## src/rtl/lfsr_rand_coord.sv

```systemverilog
// lfsr_rand_coord: pseudo-random coordinate generator.
//
// A WIDTH-bit Fibonacci LFSR (feedback mask TAPS) is stepped on request until
// its next state lies in [0, LIMIT). That value is returned via out/out_valid
// and held until the consumer takes it with out_ready.
//
// Optional feature: define LFSR_SEED_LOAD_EN to honour seed_ld/seed_in in IDLE.
// Without it the ports remain, but seed_ld is ignored and only clr seeds the LFSR.
//
// Ports:
//   clk        system clock, rising edge
//   clr        synchronous active-high reset, overrides every other input
//   en         stir enable: step the LFSR every cycle while IDLE
//   seed_ld    load seed_in into the LFSR (IDLE only, optional feature)
//   seed_in    seed value; 0 loads 1 so the LFSR cannot lock up
//   req        request a new coordinate
//   out_ready  consumer accepts out
//   out        emitted coordinate
//   out_valid  out holds an unconsumed value
//   busy       registered, high while in SEARCH or HOLD

module lfsr_rand_coord #(
    parameter int unsigned      WIDTH = 10,
    parameter logic [WIDTH-1:0] TAPS  = WIDTH'(10'h009),
    parameter int unsigned      LIMIT = 640,
    parameter logic [WIDTH-1:0] SEED  = WIDTH'(1)
) (
    input  logic             clk,
    input  logic             clr,
    input  logic             en,
    input  logic             seed_ld,
    input  logic [WIDTH-1:0] seed_in,
    input  logic             req,
    input  logic             out_ready,
    output logic [WIDTH-1:0] out,
    output logic             out_valid,
    output logic             busy
);

    // One extra bit so that LIMIT = 2^WIDTH is representable and accepts everything.
    localparam logic [WIDTH:0] LimitW = (WIDTH + 1)'(LIMIT);

    typedef enum logic [1:0] {StIdle, StSearch, StHold} fsm_e;

    fsm_e             fsm_q, fsm_d;
    logic [WIDTH-1:0] lfsr_q, lfsr_d;
    logic [WIDTH-1:0] out_q, out_d;
    logic             out_valid_q, out_valid_d;
    logic             busy_q;

    logic [WIDTH-1:0] lfsr_step;
    logic             step_ok;
    logic             seed_take;
    logic [WIDTH-1:0] seed_value;
    logic             xfer;

    assign lfsr_step = {^(lfsr_q & TAPS), lfsr_q[WIDTH-1:1]};
    assign step_ok   = {1'b0, lfsr_step} < LimitW;
    assign xfer      = out_valid_q && out_ready;

`ifdef LFSR_SEED_LOAD_EN
    assign seed_take  = seed_ld;
    assign seed_value = (seed_in == '0) ? WIDTH'(1) : seed_in;
`else
    logic unused_seed;
    assign seed_take   = 1'b0;
    assign seed_value  = SEED;
    assign unused_seed = ^{seed_ld, seed_in};
`endif

    // State register.
    always_ff @(posedge clk) begin
        if (clr) begin
            fsm_q       <= StIdle;
            lfsr_q      <= SEED;
            out_q       <= '0;
            out_valid_q <= 1'b0;
            busy_q      <= 1'b0;
        end else begin
            fsm_q       <= fsm_d;
            lfsr_q      <= lfsr_d;
            out_q       <= out_d;
            out_valid_q <= out_valid_d;
            busy_q      <= (fsm_d != StIdle);
        end
    end

    // Next-state logic.
    always_comb begin
        fsm_d = fsm_q;
        case (fsm_q)
            StIdle: begin
                if (!seed_take && req) begin
                    fsm_d = step_ok ? StHold : StSearch;
                end
            end
            StSearch: begin
                if (step_ok) begin
                    fsm_d = StHold;
                end
            end
            StHold: begin
                if (xfer) begin
                    fsm_d = StIdle;
                end
            end
            default: fsm_d = StIdle;
        endcase
    end

    // Datapath / output next values.
    always_comb begin
        lfsr_d      = lfsr_q;
        out_d       = out_q;
        out_valid_d = out_valid_q;
        case (fsm_q)
            StIdle: begin
                if (seed_take) begin
                    lfsr_d = seed_value;
                end else if (req) begin
                    lfsr_d = lfsr_step;
                    if (step_ok) begin
                        out_d       = lfsr_step;
                        out_valid_d = 1'b1;
                    end
                end else if (en) begin
                    lfsr_d = lfsr_step;
                end
            end
            StSearch: begin
                lfsr_d = lfsr_step;
                if (step_ok) begin
                    out_d       = lfsr_step;
                    out_valid_d = 1'b1;
                end
            end
            StHold: begin
                // LFSR frozen; only the handshake can release the value.
                if (xfer) begin
                    out_valid_d = 1'b0;
                end
            end
            default: begin
                out_valid_d = 1'b0;
            end
        endcase
    end

    assign out       = out_q;
    assign out_valid = out_valid_q;
    assign busy      = busy_q;

endmodule

```

## config.mk

```make
export PLATFORM = sky130hd
export DESIGN_NAME = lfsr_rand_coord
export DESIGN_NICKNAME = d
export VERILOG_FILES = /design/src/rtl/lfsr_rand_coord.sv
export SDC_FILE = /design/constraint.sdc
export NUM_CORES = 1
export LEC_CHECK = 0
export ABC_AREA = 1
export CAP_MARGIN = 20
export CORE_UTILIZATION = 45
export CTS_CLUSTER_DIAMETER = 150
export CTS_CLUSTER_SIZE = 20
export DETAILED_ROUTE_END_ITERATION = 10
export PLACE_DENSITY = 0.75
export RECOVER_POWER = 25
export SLEW_MARGIN = 20
export SYNTH_ARGS = -nofsm -noshare
export SYNTH_HDL_FRONTEND = slang
export SYNTH_SLANG_ARGS = --single-unit
```

## constraint.sdc

```tcl
create_clock -name clk -period 1.17 [get_ports clk]
set_input_delay 0.234 -clock clk [delete_from_list [all_inputs] [get_ports clk]]
set_output_delay 0.234 -clock clk [all_outputs]
set_load 0.05 [all_outputs]
```

==> flow_summary_export.csv <==
group,metric,value,unit
outcome,status,"complete, no violations",
drt,dr.pass1.iters,4,
sta,drv_slew,0,
power_and_ir_drop,ir_worst_vdd,1.105,mV
drt,drc,0,
logic_synthesis,netlist_instances,142,
setup_path,critPathMostFrequentCell,"nor2_4",
layout,final_cells,185,
layout,syn_to_final_growth,31.16,%
logic_synthesis,synth_top_area_cell,"dfxtp_1",
power_and_ir_drop,p_leak,0.6315,nW
clocking,clk_pin_slew,0.12,ns
sta,whs,0.5055,ns
layout,fin_nets,175,
floorplanning,core,2233,um^2
logic_synthesis,synth_edf_count,0,
clocking,hold_buffers,0,
global_routing,grt_max_degree,22,
place,place_inst,182,
drt,via_count,886,
place,gp_congestion,0.8099,
drt,viasPerCell,4.789,
floorplanning,die_y,50.82,um
place,post_dp_cell_area,1359,um^2
drt,ant_nets,0,
sta,relSlewSlack,83.94,%
logic_synthesis,synth_top_area_share,44.81,%
min_path,hold_class,"reg2reg",
clocking,cts_tree,"built",
setup_path,end_kind,"flop",
clocking,h-tree-depth,1,
logic_synthesis,async_flop_share,0,%
setup_path,path_cells,"clkdlybuf4s50_1 -> nor2_4 -> nor2_4 -> buf_12 -> a21oi_2 -> nor2_2",
logic_synthesis,ys_types,20,
sta,worstMarginPinSlew,0.2404,ns
sta,fmax,0.8872,GHz
logic_synthesis,synth_commonest_cells,"27 x nor2_1, 24 x dfxtp_1, 23 x nand2_1",
drt,wire_per_inst,10.69,um
setup_path,cp.required,1.38,ns
global_routing,grt_first_pass_wirelength,3429,um
power_and_ir_drop,p_per_area,2133,nW/um^2
logic_synthesis,synth.most_common_cell,"nor2_1",
layout,drive_above_1_share,22.29,%
place,io_buffers,16,
layout,final_area,1406,um^2
sta,skew,0.002571,ns
flow_run,maxCapViolations,0,
global_routing,antenna_found_initial,0,
place,hpwlAfterDp,1431,um
sta,finalSetupViolations,0,
setup_path,arrival,1.34,ns
setup_path,critPathMaxStageDelay,0.44,ns
floorplanning,dieArea,2582,um^2
logic_synthesis,ys_warn_count,0,
setup_path,critPathMaxFanout,21,
global_routing,track_usage,17.70,%
global_routing,grt_overflow_total,0,
sta,hold_viol_final,0,
logic_synthesis,synthTopCellsByArea,"dfxtp_1 45%, nor2_1 9.5%, nand2_1 8.1%",
setup_path,cp_slowest_cell,"clkdlybuf4s50_1",
floorplanning,start_util,48.01,%
logic_synthesis,synth_nets,158,
drt,drtIter0Drc,28,
floorplanning,fp.dieW,50.82,um
floorplanning,core.rowCount,17,
sta,fin_crit_sh,96.33,%
clocking,cts.sinks,24,
logic_synthesis,ys.flop_type,"dfxtp_1",
logic_synthesis,ys_seq_area_share,44.81,%
clocking,clockBufferDepth,2,
clocking,worstSkewPairLatency,0.31,ns
drt,drt-total-wl,1977,um
layout,antenna_cells,0,
logic_synthesis,synth_area_per_cell,7.551,um^2
setup_path,cp-start-kind,"primary input",
sta,min_period,1.127,ns
clocking,numCtsBuffers,3,
logic_synthesis,ys_ff_latch,24,
logic_synthesis,synth_area,1072,um^2
clocking,cts_root_buf,"clkbuf_4",
clocking,cts_setup_buffers,0,
global_routing,grt_pass1_vias,819,
floorplanning,ios,28,
setup_path,critPathKind,"in2reg",
==> logic make-up (layout without fill, tap and decap cells) <==
group / Yosys count / after routing / share of synthesized area (%)
compound gates: 25 / 25 / 13.30
buf+inv: 25 / 40 / 13.77
flops: 24 / 24 / 44.81
simple gates: 68 / 68 / 28.12
==> where the power goes <==
| part | switching, mW | internal, mW | total (mW) |
|---|---|---|---|
| clock | 0.228 | 0.120 | 0.349 |
| combinational | 0.799 | 0.666 | 1.46 |
| sequential | 0.184 | 1.00 | 1.19 |
==> routing by layer <==
layer | part of all wire, % | vias up | routed length [um] | track usage, %
met5 | 0 | - | 0 | 0
met4 | 1.5 | 0 | 30 | 8.333
met3 | 2.9 | 4 | 57 | 3.571
met1 | 48 | 387 | 947 | 23.05
li1 | - | 474 | - | -
met2 | 48 | 21 | 942 | 28.00
==> cells in the final DEF, fill, tap and decap left out, drive strengths merged <==
master,count
nor2,29
clkbuf,3
nand3,12
buf,16
dfxtp,24
nand3b,1
o21ai,9
inv,17
o211ai,1
clkdlybuf4s50,4
nand2,26
a21oi,15
==> per-stage QoR <==
stage               utilization [%]  setup WS (ns)  power [mW]    TNS (ns)
floorplan                         -        0.07302       2.094           0
global placement              60.84        -0.2245       2.585      -4.493
detailed placement            60.84        -0.2985       2.627      -5.366
CTS                           61.90       0.003133       2.972           0
global route                  62.97     -0.0009258       3.183  -0.0009258
finish                        62.97        0.04290       2.999           0
==> cell type report <==
type	count	area (um^2)
clock buffer	3	22.52
fill	189	827.0
inverter	17	63.81
multi-input combinational	93	462.9
sequential	24	486.7
tap	28	35.03
timing repair buffer	20	335.3
==> critical path, delay by kind of cell <==
family / cells / cell delay, ns
compound gates: 1 / 0.16
buf+inv: 2 / 0.59
simple gates: 3 / 0.36
==> registers in the layout (all words and copies together), names as in the netlist <==
signal,count
busy,1
fsm_q,2
lfsr_q,10
out,10
out_valid,1
==> path summary, 6_finish.rpt <==
| kind | start | endpoint | slack (ns) | cells past startpoint |
|---|---|---|---|---|
| hold / removal | lfsr_q[8] | lfsr_q[8] | 0.51 | 2 |
| hold reg to reg | lfsr_q[8] | lfsr_q[8] | 0.51 | 2 |
| setup reg to reg | lfsr_q[9] | out[2] | 0.07 | 6 |
| setup / recovery | req | out[2] | 0.04 | 6 |
==> repair_timing <==
item,in CTS,in global routing
resized for setup,1,8
endpoints found under the setup margin,1,20
pin swaps,0,1
gates cloned,0,0
Note: power is estimated with default switching activity, not from simulation.
